[src/rtl/memory_stream_reader_pkg.sv]
// memory_stream_reader_pkg
//   Shared definitions for the memory stream engines.
//   msr_state_e : control states of the read engine (IDLE / STREAM / DONE).
//                 The encoding is kept stable so a future writer engine can reuse it.
package memory_stream_reader_pkg;

    typedef enum logic [1:0] {
        ST_IDLE   = 2'd0,
        ST_STREAM = 2'd1,
        ST_DONE   = 2'd2
    } msr_state_e;

endpackage

[src/rtl/memory_stream_reader_stream_buffer2.sv]
// memory_stream_reader_stream_buffer2
//   2-entry synchronous FIFO holding words returned by the memory until the
//   stream sink accepts them. All updates are gated by clock_enable.
//   Ports:
//     clock, reset_n : clock and asynchronous active-low reset
//     clock_enable   : gates every state update
//     push           : write push_data this edge
//     push_data      : word to store
//     pop            : drop the head word this edge (ignored when empty)
//     occupancy      : number of stored words (0..2)
//     head_data      : oldest stored word
module memory_stream_reader_stream_buffer2 #(
    parameter int WIDTH = 8
) (
    input  logic             clock,
    input  logic             reset_n,
    input  logic             clock_enable,
    input  logic             push,
    input  logic [WIDTH-1:0] push_data,
    input  logic             pop,
    output logic [1:0]       occupancy,
    output logic [WIDTH-1:0] head_data
);

    logic [WIDTH-1:0] entry0_r;
    logic [WIDTH-1:0] entry1_r;
    logic             rd_ptr_r;
    logic             wr_ptr_r;
    logic [1:0]       count_r;
    logic             push_fire_s;
    logic             pop_fire_s;

    assign push_fire_s = clock_enable & push;
    assign pop_fire_s  = clock_enable & pop & (count_r != 2'd0);

    // Storage, pointers and occupancy counter.
    always_ff @(posedge clock or negedge reset_n) begin
        if (!reset_n) begin
            entry0_r <= {WIDTH{1'b0}};
            entry1_r <= {WIDTH{1'b0}};
            rd_ptr_r <= 1'b0;
            wr_ptr_r <= 1'b0;
            count_r  <= 2'd0;
        end else begin
            if (push_fire_s) begin
                if (wr_ptr_r == 1'b0) begin
                    entry0_r <= push_data;
                end else begin
                    entry1_r <= push_data;
                end
                wr_ptr_r <= ~wr_ptr_r;
            end
            if (pop_fire_s) begin
                rd_ptr_r <= ~rd_ptr_r;
            end
            case ({push_fire_s, pop_fire_s})
                2'b10:   count_r <= count_r + 2'd1;
                2'b01:   count_r <= count_r - 2'd1;
                default: count_r <= count_r;
            endcase
        end
    end

    assign occupancy = count_r;
    assign head_data = rd_ptr_r ? entry1_r : entry0_r;

    memory_stream_reader_stream_buffer2_checker u_checker (
        .clock     (clock),
        .reset_n   (reset_n),
        .push_fire (push_fire_s),
        .pop_fire  (pop_fire_s),
        .count     (count_r)
    );

endmodule

[src/rtl/memory_stream_reader_stream_buffer2_checker.sv]
// memory_stream_reader_stream_buffer2_checker
//   Property checker for the 2-entry output buffer.
//   Ports:
//     clock, reset_n : buffer clock and asynchronous active-low reset
//     push_fire      : a word is written on this edge
//     pop_fire       : the head word leaves on this edge
//     count          : current occupancy (0..2)
module memory_stream_reader_stream_buffer2_checker (
    input logic       clock,
    input logic       reset_n,
    input logic       push_fire,
    input logic       pop_fire,
    input logic [1:0] count
);

    // A push into a full buffer is only legal when the head leaves on the same edge.
    assert property (@(posedge clock) disable iff (!reset_n)
        (push_fire && !pop_fire) |-> (count != 2'd2));

    // Occupancy never exceeds the two physical entries.
    assert property (@(posedge clock) disable iff (!reset_n)
        count != 2'd3);

endmodule

[src/rtl/memory_stream_reader.sv]
// memory_stream_reader
//   Read-side engine for a dual-port memory on the same clock. Takes a
//   (start address, length) command, issues one read per cycle to the memory
//   and streams the returned words on a valid/ready interface, marking the
//   final word with out_last. A 2-entry buffer plus an in-flight flag hides
//   the memory's 1-cycle read latency so full throughput survives backpressure.
//   Ports:
//     clock, reset_n   : clock (also the memory read clock), async active-low reset
//     clock_enable     : gates all state updates; tie to memory read_clock_enable
//     start_valid/ready, start_addr, start_length : command handshake (length 0 legal)
//     mem_read_enable, mem_read_addr, mem_read_data : memory read port
//     out_valid/ready, out_data, out_last           : output stream
//     busy             : engine not idle
//     done             : one enabled-cycle pulse when a command completes
module memory_stream_reader
    import memory_stream_reader_pkg::*;
#(
    parameter int WIDTH        = 8,
    parameter int DEPTH        = 512,
    parameter int LENGTH_WIDTH = $clog2(DEPTH) + 1
) (
    input  logic                     clock,
    input  logic                     reset_n,
    input  logic                     clock_enable,
    input  logic                     start_valid,
    output logic                     start_ready,
    input  logic [$clog2(DEPTH)-1:0] start_addr,
    input  logic [LENGTH_WIDTH-1:0]  start_length,
    output logic                     mem_read_enable,
    output logic [$clog2(DEPTH)-1:0] mem_read_addr,
    input  logic [WIDTH-1:0]         mem_read_data,
    output logic                     out_valid,
    input  logic                     out_ready,
    output logic [WIDTH-1:0]         out_data,
    output logic                     out_last,
    output logic                     busy,
    output logic                     done
);

    localparam int AW = $clog2(DEPTH);
    localparam logic [AW-1:0]           ADDR_LAST = AW'(DEPTH - 1);
    localparam logic [AW-1:0]           ADDR_ONE  = {{(AW-1){1'b0}}, 1'b1};
    localparam logic [LENGTH_WIDTH-1:0] LEN_ZERO  = {LENGTH_WIDTH{1'b0}};
    localparam logic [LENGTH_WIDTH-1:0] LEN_ONE   = {{(LENGTH_WIDTH-1){1'b0}}, 1'b1};

    msr_state_e              state_r;
    msr_state_e              state_s;
    logic [AW-1:0]           addr_r;
    logic [LENGTH_WIDTH-1:0] remaining_r;
    logic [LENGTH_WIDTH-1:0] length_r;
    logic [LENGTH_WIDTH-1:0] sent_r;
    logic                    inflight_r;

    logic                    accept_s;
    logic                    pop_s;
    logic                    pop_fire_s;
    logic                    issue_s;
    logic [2:0]              pending_s;
    logic [1:0]              occupancy_s;
    logic [WIDTH-1:0]        head_data_s;

    // Next read address, wrapping to 0 after the last memory location.
    function automatic logic [AW-1:0] next_addr(input logic [AW-1:0] a);
        return (a == ADDR_LAST) ? {AW{1'b0}} : (a + ADDR_ONE);
    endfunction

    assign accept_s   = clock_enable & start_valid & (state_r == ST_IDLE);
    assign pop_s      = out_valid & out_ready;
    assign pop_fire_s = pop_s & clock_enable;

    // Words that will sit in the buffer after this edge if nothing new is
    // issued: a word leaving this cycle frees a slot immediately, which is
    // what lets a full buffer keep one read per cycle going.
    assign pending_s = {1'b0, occupancy_s} + {2'b00, inflight_r} - {2'b00, pop_s};

    assign issue_s = clock_enable & (state_r == ST_STREAM) &
                     (remaining_r != LEN_ZERO) & (pending_s < 3'd2);

    // Control state register.
    always_ff @(posedge clock or negedge reset_n) begin
        if (!reset_n) begin
            state_r <= ST_IDLE;
        end else begin
            state_r <= state_s;
        end
    end

    // Next-state decode; transitions only happen on enabled edges.
    always_comb begin
        state_s = state_r;
        case (state_r)
            ST_IDLE: begin
                if (accept_s) begin
                    if (start_length == LEN_ZERO) begin
                        state_s = ST_DONE;
                    end else begin
                        state_s = ST_STREAM;
                    end
                end else begin
                    state_s = ST_IDLE;
                end
            end
            ST_STREAM: begin
                if (pop_fire_s && out_last) begin
                    state_s = ST_DONE;
                end else begin
                    state_s = ST_STREAM;
                end
            end
            ST_DONE: begin
                if (clock_enable) begin
                    state_s = ST_IDLE;
                end else begin
                    state_s = ST_DONE;
                end
            end
            default: state_s = ST_IDLE;
        endcase
    end

    // Command counters: read address, reads still to issue, words already sent.
    always_ff @(posedge clock or negedge reset_n) begin
        if (!reset_n) begin
            addr_r      <= {AW{1'b0}};
            remaining_r <= LEN_ZERO;
            length_r    <= LEN_ZERO;
            sent_r      <= LEN_ZERO;
        end else if (accept_s) begin
            addr_r      <= start_addr;
            remaining_r <= start_length;
            length_r    <= start_length;
            sent_r      <= LEN_ZERO;
        end else begin
            if (issue_s) begin
                addr_r      <= next_addr(addr_r);
                remaining_r <= remaining_r - LEN_ONE;
            end
            if (pop_fire_s) begin
                sent_r <= sent_r + LEN_ONE;
            end
        end
    end

    // In-flight flag: the memory returns data one enabled edge after an issue.
    always_ff @(posedge clock or negedge reset_n) begin
        if (!reset_n) begin
            inflight_r <= 1'b0;
        end else if (clock_enable) begin
            inflight_r <= issue_s;
        end
    end

    memory_stream_reader_stream_buffer2 #(
        .WIDTH (WIDTH)
    ) u_buffer (
        .clock        (clock),
        .reset_n      (reset_n),
        .clock_enable (clock_enable),
        .push         (inflight_r),
        .push_data    (mem_read_data),
        .pop          (pop_s),
        .occupancy    (occupancy_s),
        .head_data    (head_data_s)
    );

    assign start_ready     = (state_r == ST_IDLE);
    assign busy            = (state_r != ST_IDLE);
    assign done            = (state_r == ST_DONE);
    assign mem_read_enable = issue_s;
    assign mem_read_addr   = addr_r;
    assign out_valid       = (occupancy_s != 2'd0);
    assign out_data        = head_data_s;
    // The head word's index equals the number of words already sent.
    assign out_last        = out_valid & (sent_r == (length_r - LEN_ONE));

endmodule

[config.mk]
export PLATFORM = sky130hd
export DESIGN_NAME = memory_stream_reader
export DESIGN_NICKNAME = d
export VERILOG_FILES = /design/src/rtl/memory_stream_reader_pkg.sv /design/src/rtl/memory_stream_reader_stream_buffer2.sv /design/src/rtl/memory_stream_reader_stream_buffer2_checker.sv /design/src/rtl/memory_stream_reader.sv
export SDC_FILE = /design/constraint.sdc
export NUM_CORES = 1
export LEC_CHECK = 0
export ABC_CLOCK_PERIOD_IN_PS = 3900
export CORE_ASPECT_RATIO = 1.4
export CORE_UTILIZATION = 50
export CTS_CLUSTER_DIAMETER = 40
export DETAILED_ROUTE_END_ITERATION = 8
export PLACE_DENSITY = 0.78
export SLEW_MARGIN = 20
export SYNTH_ARGS = -nofsm -noshare
export SYNTH_HDL_FRONTEND = slang
export SYNTH_SLANG_ARGS = --single-unit
[constraint.sdc]
create_clock -name clock -period 3.9 [get_ports clock]
set_input_delay 0.585 -clock clock [delete_from_list [all_inputs] [get_ports clock]]
set_output_delay 0.585 -clock clock [all_outputs]
set_load 0.01 [all_outputs]
## Yosys cells after proc, flatten, opt, wreduce, memory -nomap -nowiden

Cells that the tools add are included.

- Flip-flop bits (word level): 62
- Memory bits (read-only): 0
- Bits in latches: 0
- Memories kept: 0
- Input bits: 32
- Bits in writable memories: 0

- Magnitude comparators: 1
- Muxes and demuxes: 14
- Reductions and logical operators: 11
- Shift-type cells: 0
- Multipliers: 0
- Add/subtract/negate cells: 8
- Divide/modulo/power cells: 0
- Equal/unequal tests: 6
- Bitwise operators: 12

Operator list:

| operator | number |
|---|---|
| 2-to-1 mux 10 bit | 4 |
| 2-to-1 mux 9 bit | 3 |
| subtractor 10 x 1 -> 10 bit, second input constant | 2 |
| adder 10 x 1 -> 10 bit, second input constant | 1 |
| bitwise AND 1 bit | 10 |
| equality test 10 bit | 1 |
| logical NOT 10 bit | 1 |
| nonzero test 10 bit | 1 |
| nonzero test 2 bit | 5 |
| adder 9 x 1 -> 9 bit, second input constant | 1 |
| equality test 9 bit, second input constant | 1 |
| 2-to-1 mux 2 bit | 4 |
| 2-to-1 mux 8 bit | 1 |
| case mux 2 bit (3 select lines) | 1 |
| equality test 2 x 1 -> 1 bit, second input constant | 2 |
| equality test 2 bit, second input constant | 2 |
| case mux 2 bit (2 select lines) | 1 |
| AND reduction 2 bit | 2 |
| adder 2 x 1 -> 3 bit | 1 |
| less-than comparator 3 x 2 -> 1 bit, second input constant | 1 |
| subtractor 3 x 1 -> 3 bit | 1 |
| adder 2 x 1 -> 2 bit, second input constant | 1 |
| logical NOT 2 bit | 1 |
| NOT 1 bit | 2 |
| 2 further kinds | 2 |

## Depth between registers and ports, before layout

Gate-level depths: netlist of the first run.

- Word-level depth: 7
- Depth in mapped cells: 11

## Cells and area by module

A second synthesis of the first run with hierarchy kept.

- Cell total of the unflattened synthesis: 348
- Area total of the unflattened synthesis: 3,472.1 µm²

Modules (own cells, without submodules):

| module | cells an instance | instances | area an instance (µm²) |
|---|---|---|---|
| memory_stream_reader | 290 | 1 | 2,571.2 |
| memory_stream_reader_stream_buffer2 | 58 | 1 | 900.9 |

## Worst setup path before layout of the first run

No wires, ideal clock.

- Path kind: register -> register
- Start: reg u_buffer.count_r[1] (netlist: u_buffer.occupancy[1])
- End: reg addr_r[4] (netlist: mem_read_addr[4])
- Library setup time: 82 ps
- Buffers on the path: 0
- Slack: 745 ps
- Period minus slack after synthesis: 3,155 ps
- Arrival time: 3,074 ps
- Data required time: 3,818 ps
- Stages on the path, launching flop included: 12
- Path through: dfrtp_1 or2_2 and2_1 ha_1 nand2b_1 fa_1 and4b_1 o311ai_4 inv_2 nand2b_2 or3b_2 a31oi_1

- Cells in the longest elaborated chain, start to end: 6

RTL lines:

| item | line | RTL |
|---|---|---|
| start: declaration | memory_stream_reader_stream_buffer2.sv:29 | `logic [1:0] count_r;` |
| start signal: assignment | memory_stream_reader_stream_buffer2.sv:57 | `2'b10: count_r <= count_r + 2'd1;` |
| start signal: assignment | memory_stream_reader_stream_buffer2.sv:58 | `2'b01: count_r <= count_r - 2'd1;` |
| start signal: assignment | memory_stream_reader_stream_buffer2.sv:59 | `default: count_r <= count_r;` |
| nonzero test 2 bit | memory_stream_reader.sv:171 | `assign out_valid = (occupancy_s != 2'd0);` |
| via out_valid | memory_stream_reader.sv:32 | `output logic out_valid,` |
| bitwise AND 1 bit | memory_stream_reader.sv:68 | `assign pop_s = out_valid & out_ready;` |
| subtractor 3 x 1 -> 3 bit | memory_stream_reader.sv:74 | `assign pending_s = {1'b0, occupancy_s} + {2'b00, inflight_r} - {2'b00, pop_s};` |
| less-than comparator 3 x 2 -> 1 bit | memory_stream_reader.sv:77 | `(remaining_r != LEN_ZERO) & (pending_s < 3'd2);` |
| bitwise AND 1 bit | memory_stream_reader.sv:77 |  |
| via mem_read_enable | memory_stream_reader.sv:29 | `output logic mem_read_enable,` |
| nonzero test 2 bit (no line) | n/a |  |
| end signal: assignment | memory_stream_reader.sv:124 | `addr_r <= {AW{1'b0}};` |
| end signal: assignment | memory_stream_reader.sv:129 | `addr_r <= start_addr;` |
| end signal: assignment | memory_stream_reader.sv:135 | `addr_r <= next_addr(addr_r);` |
| end: declaration | memory_stream_reader.sv:48 | `logic [AW-1:0] addr_r;` |

The timed path passes the listed nets, and every way through them passes these cells.
A chain may end at the register's enable or synchronous reset.

## Worst setup path after layout of the first run

- Start: reg u_buffer.count_r[1] (netlist: u_buffer.occupancy[1])
- End: out mem_read_enable

- Cells in the longest elaborated chain, start to end: 5

RTL lines:

| item | line |
|---|---|
| branches (longest 2 deep; another with adder 2 x 1 -> 3 bit) | n/a |
| subtractor 3 x 1 -> 3 bit (*) | memory_stream_reader.sv:74 |
| less-than comparator 3 x 2 -> 1 bit (*) | memory_stream_reader.sv:77 |
| bitwise AND 1 bit (*) | memory_stream_reader.sv:77 |
| end: declaration | memory_stream_reader.sv:29 |

Mark *: on every way between the ends.

==> results.toml, run 1 <==
[worst_setup_path]
cp_slowest_cell = "clkdlybuf4s50_1"
cp.required_ns = 3.31
arrival_ns = 3.18
cp_max_fo = 5
cpPeakStageDelay_ns = 0.53
crit_chain = "or2_2 > and2_1 > ha_1 > nand2b_1 > fa_1 > and4b_2 > o311ai_4 > inv_2 > clkdlybuf4s50_1"
end_kind = "primary output"
start_kind = "flip-flop"
crit_type = "reg -> out"

[die]
std_cell_rows = 34
dieArea_sq_um = 7010
die_w_um = 71.1
core_sq_um = 6340
die_y_um = 98.7
initial_core_util = 0.527
pin_count = 55

[synthesis]
synth.area.top_cells = "dfrtp_1 (46%), mux2_2 (8.4%), nand2_1 (4.5%), nor2_1 (3.8%), xnor2_1 (3.7%)"
synth_edf_count = 0
synthCells = 331
ys_ff_latch = 62
synth.most_common_cell = "dfrtp_1"
ys_async_sr_fraction = 1.00
synth.distinct_cells = 52
yosysSeqAreaShare = 0.465
postSynthAreaPerCell_sq_um = 10.1
yosys_warnings = 0
yosys.area.top_type_share = 0.465
syn_nets = 371
yosysTopAreaCell = "dfrtp_1"
synthTopCellsByCount = "dfrtp_1 (62), nand2_1 (40), nor2_1 (34)"
synthFlopType = "dfrtp_1"
syn_area_sq_um = 3340

[power]
pwr-share-comb = 0.443
pwr-share-clk = 0.171
p_leak_nw = 1.80
power.density_nw_per_um2 = 767
p_switching_mw = 1.19
p_int_mw = 1.99
peakVddDrop_mv = 0.417
p_sw_frac = 0.374
seqPwrFrac = 0.387

[finish]
instances_no_fill = 465
antenna_cells = 0
drive_gt1_frac = 0.155
fin_nets = 428
fill_cells = 526
synthToLayoutAreaGrowth_pct = 24.2

[detailed_routing]
wire_per_inst_um = 15.8
drt_iter0_drc = 114
antenna_left = 0
vias_per_cell = 5.78
vias = 2687
dr.pass1.iters = 7
drc = 2
totalWireLength_um = 7360

[timing]
setup_viol = 0
clock_skew_ns = 0.00993
period_minus_slack_ns = 3.76
tightestPinTransition_ns = 0.810
hold_violations = 0
period_share = 0.965
tns_ns = 0
drv_slew = 0
fmax_ghz = 0.266
max-slew-margin-rel = 0.458
grt_setup_unrepaired = "no"

[clock_network]
cts_setup_buffers = 0
cts_max_level = 3
postCtsResizedCells = 0
clockRootBuffer = "clkbuf_8"
path_clk_slew_ns = 0.07
cts.hold.buffers_added = 0
cts_buffers = 9
clock_path_buffers = 2
cts_sinks = 62
cts_tree = "done"
clock_latency_ns = 0.34

[grt]
grt_pass1_wl_um = 12500
antenna_found_initial = 0
grt_pass1_vias = 2783
track_usage = 0.228
grt_overflow = 0
grt_max_degree = 47

[place]
dpl.hpwl_um = 5280
port_buffers = 54
placedCellCount = 449
gp_congestion = 0.843

[flow_run]
cap_violations = 0

[run_status]
violations = "DRC"
outcome = "complete, but fails checks"

[worst_hold_path]
hold_path_class = "in -> async"
-- flip-flops by register name (all words and copies together), names as in the netlist --
name                flops
state_r                 2
u_buffer.occupancy      2
u_buffer.rd_ptr_r       1
length_r               10
sent_r                 10
u_buffer.entry1_r       8
mem_read_addr           9
inflight_r              1
u_buffer.wr_ptr_r       1
remaining_r            10
u_buffer.entry0_r       8
-- path summary, 6_finish.rpt --
| kind | from | to | slack, ns | cells after the start |
|---|---|---|---|---|
| max | u_buffer.occupancy[1] | mem_read_enable | 0.14 | 9 |
| min | reset_n | length_r[3] | 0.24 | 1 |
| max reg2reg | u_buffer.occupancy[1] | mem_read_addr[2] | 0.59 | 12 |
| min reg2reg | u_buffer.entry1_r[5] | u_buffer.entry1_r[5] | 0.50 | 1 |
| max in group asynchronous | reset_n | u_buffer.occupancy[0] | 2.99 | 2 |
| min in group clock | u_buffer.entry1_r[5] | u_buffer.entry1_r[5] | 0.50 | 1 |
-- worst max-delay path, delay by kind of cell (launching register included) --
family	cells	cell delay [ns]
buf+inv	2	0.62
simple gates	4	0.89
compound gates	1	0.12
flops	1	0.46
fa+ha+maj	2	0.75
-- routing by layer --
| layer | GRT usage | vias to the layer above | share of wire |
|---|---|---|---|
| met5 | 0 | - | 0 |
| met4 | 0.0877 | 0 | 0.015 |
| met3 | 0.0532 | 12 | 0.050 |
| met2 | 0.391 | 61 | 0.51 |
| met1 | 0.276 | 1324 | 0.43 |
| li1 | - | 1290 | - |
-- stage by stage --
step | utilization | total power [mW] | area (sq um) | hold slack [ns] | worst slack [ns]
CTS | 0.652 | 3.19 | 4140 | 0.437 | 0.0924
global route | 0.655 | 3.42 | 4150 | 0.279 | 0.00574
finish | 0.655 | 3.18 | 4150 | 0.241 | 0.136
detailed placement | 0.623 | 2.63 | 3950 | 0.489 | 0.250
floorplan | - | 2.10 | 3340 | 0.289 | 0.745
global placement | 0.623 | 2.58 | 3950 | 0.473 | 0.284
-- logic make-up after synthesis --
logic type / count (synthesis) / synth area share
AOI/OAI and AO/OA: 53 / 0.115
and+or+nand+nor: 129 / 0.191
muxes: 28 / 0.0933
adders and majority gates: 8 / 0.0322
xor gates and xnor gates: 28 / 0.0776
buffers and inverters: 23 / 0.0270
DFF: 62 / 0.465
-- power by group through the flow --
stage	Clock, mW	Sequential [mW]	Combinational [mW]
3_5_place_dp	0	1.23	1.40
6_report	0.544	1.23	1.41
4_1_cts	0.555	1.22	1.41
2_1_floorplan	0	1.15	0.948
5_1_grt	0.582	1.28	1.55
3_3_place_gp	0	1.22	1.36
-- cell type report --
cell class | instances | area [sq um] | share of cell area
clock inverters | 7 | 65.1 | 0.0157
flip-flops and latches | 62 | 1550 | 0.375
well taps | 72 | 90.1 | 0.0217
repair buffers | 58 | 568 | 0.137
inverters | 11 | 41.3 | 0.00995
multi-input cells | 246 | 1710 | 0.411
clock buffers | 9 | 124 | 0.0299
-- layout by cell type (no fill, tap or decap), types with 3 or more instances in the layout --
cell and instances:
mux2_2 25, o211ai_1 4, nand2b_1 4, o21ai_0 19, and3_1 6, buf_4 5, inv_1 10, ha_1 7
clkbuf_8 9, or4_1 4, xor2_1 13, nor4_1 3, nand2_1 40, a31oi_1 5, xnor2_1 13, clkinv_2 4
nor3_1 5, nand4_1 6, a21oi_1 5, or3b_2 4, dfrtp_1 60, o311ai_0 3, or3_1 4, clkdlybuf4s50_1 53
nand3_1 7, mux2i_1 3, nor2_1 34
No activity file was read; power rests on OpenSTA's default activity.
==> run 2, diff against run 1 <==
--- a/config.mk
+++ b/config.mk
@@ -6,12 +6,13 @@
 export NUM_CORES = 1
 export LEC_CHECK = 0
 export ABC_CLOCK_PERIOD_IN_PS = 3900
+export CAP_MARGIN = 20
 export CORE_ASPECT_RATIO = 1.4
 export CORE_UTILIZATION = 50
 export CTS_CLUSTER_DIAMETER = 40
 export DETAILED_ROUTE_END_ITERATION = 8
-export PLACE_DENSITY = 0.78
-export SLEW_MARGIN = 20
+export DONT_BUFFER_PORTS = 1
+export PLACE_DENSITY = 0.67
 export SYNTH_ARGS = -nofsm -noshare
 export SYNTH_HDL_FRONTEND = slang
 export SYNTH_SLANG_ARGS = --single-unit
==> run 2 against run 1 <==
The flow still finishes with violations (DRC). Clock-buffer cell count did not move. Utilization fell by 8.1 points. Flip-flop and latch count did not move. Setup slack improved by 0.15 ns. Critical path depth fell by 1. Via count fell by 8.5%. Combinational power fell by 23%. Maximum frequency rose by 4.3%. Cell area fell by 12%. Sequential power barely moved. Final cell count fell by 12%. Die area did not move. Largest cell class unchanged. Largest power group is now registers. Highest routed layer unchanged.
==> results.toml, run 2 (synthesis results as in run 1) <==
[die]
core_sq_um = 6340
dieArea_sq_um = 7010
die_w_um = 71.1
std_cell_rows = 34
die_y_um = 98.7
pin_count = 55
initial_core_util = 0.527

[clock_network]
cts_tree = "done"
cts.hold.buffers_added = 1
cts_sinks = 62
cts_buffers = 9
clockRootBuffer = "clkbuf_8"
cts_setup_buffers = 0
clock_latency_ns = 0.35
clock_path_buffers = 2
cts_max_level = 3
postCtsResizedCells = 0
path_clk_slew_ns = 0.08

[power]
peakVddDrop_mv = 0.393
power.density_nw_per_um2 = 816
p_leak_nw = 1.60

[worst_setup_path]
cpPeakStageDelay_ns = 0.49
crit_family = "simple AND/OR/NAND/NOR gates"
path_depth = 8
cp.buffers_inverters = 1
cp_slowest_cell = "fa_1"
end_kind = "primary output"
start_kind = "flip-flop"
cp.required_ns = 3.31
arrival_ns = 3.03
crit_type = "reg -> out"
r2r_cells = 11
crit_chain = "or2_2 > and2_1 > ha_1 > nand2b_1 > fa_1 > and4b_1 > o311ai_4 > inv_2"
cp_max_fo = 17

[timing]
hold_slack_ns = 0.0983
period_share = 0.926
max-slew-margin-rel = 0.413
tns_ns = 0
hold_violations = 0
clock_skew_ns = 0.0121
setup_viol = 0
fmax_ghz = 0.277
period_minus_slack_ns = 3.61
grt_setup_unrepaired = "no"
drv_slew = 0
tightestPinTransition_ns = 0.877

[finish]
layout_common_cells = "dfrtp_1 (62), nand2_1 (40), nor2_1 (34)"
instances_no_fill = 409
largestRegisters = "length_r (10), remaining_r (10), sent_r (10)"
layout_commonest_cell = "dfrtp_1"
synthToLayoutAreaGrowth_pct = 8.95
fin_nets = 372
fill_cells = 549
drive_gt1_frac = 0.160
antenna_cells = 0

[place]
dpl.hpwl_um = 5010
gp_congestion = 0.856
port_buffers = 0
placedCellCount = 392

[detailed_routing]
vias_per_cell = 6.01
wire_per_inst_um = 17.5
dr.pass1.iters = 6
drt_iter0_drc = 116
drc = 2
vias = 2459
antenna_left = 0
totalWireLength_um = 7150

[worst_hold_path]
hold_path_class = "in -> async"

[grt]
antenna_found_initial = 0
grt_pass1_vias = 2436
grt_overflow = 0
grt_max_degree = 63
track_usage = 0.225
grt_pass1_wl_um = 11900

[run_status]
violations = "DRC"
outcome = "complete, but fails checks"

[flow_run]
cap_violations = 0
-- run 2: area by class of cell --
type,instances,area (sq um),area share
multi-input combinational,246,1700,0.467
sequential,62,1550,0.426
clock buffer,9,124,0.0340
clock inverter,7,98.8,0.0272
tap,72,90.1,0.0248
inverter,11,41.3,0.0113
timing repair buffer,2,35.0,0.00963
-- run 2: power by group --
| group | internal (mW) | leakage (nW) | switching, mW |
|---|---|---|---|
| sequential | 0.921 | 0.768 | 0.325 |
| combinational | 0.527 | 0.720 | 0.558 |
| clock | 0.361 | 0.109 | 0.276 |
| total | 1.81 | 1.60 | 1.16 |
-- run 2: stage by stage --
| step | total power [mW] | worst slack (ns) | instance area (sq um) | util |
|---|---|---|---|---|
| floorplan | 2.10 | 0.745 | 3340 | - |
| global placement | 2.29 | 0.429 | 3390 | 0.535 |
| detailed placement | 2.33 | 0.365 | 3390 | 0.535 |
| CTS | 2.99 | 0.273 | 3640 | 0.574 |
| global route | 3.20 | 0.129 | 3640 | 0.574 |
| finish | 2.97 | 0.290 | 3640 | 0.574 |
-- run 2: final timing paths --
path	from	endpoint	slack, ns
worst max-delay path	u_buffer.occupancy[1]	mem_read_enable	0.29
worst max register to register	u_buffer.occupancy[1]	mem_read_addr[2]	0.32
worst min register to register	u_buffer.entry0_r[1]	u_buffer.entry0_r[1]	0.50
worst min-delay path	reset_n	length_r[9]	0.1
max in group asynchronous	reset_n	sent_r[2]	3.55
min in group clock	start_addr[8]	mem_read_addr[8]	0.36
-- run 2: layer usage --
layer,track usage,part of all wire,wire (um),vias up
met3,0.0583,0.061,437,13
met5,0,0,0,-
met4,0.0969,0.019,138,0
met1,0.281,0.43,3050,1204
li1,-,-,-,1176
met2,0.367,0.49,3530,66
-- run 2: worst register-to-register path, stage by stage, from the launching register on --
cell and delay [ns]:
dfrtp_1 0.45, or2_2 0.37, and2_1 0.18, ha_1 0.25, nand2b_1 0.15, fa_1 0.49, and4b_1 0.27, o311ai_4 0.27
inv_2 0.25, nand2b_2 0.15, or3b_2 0.49, a31oi_1 0.18
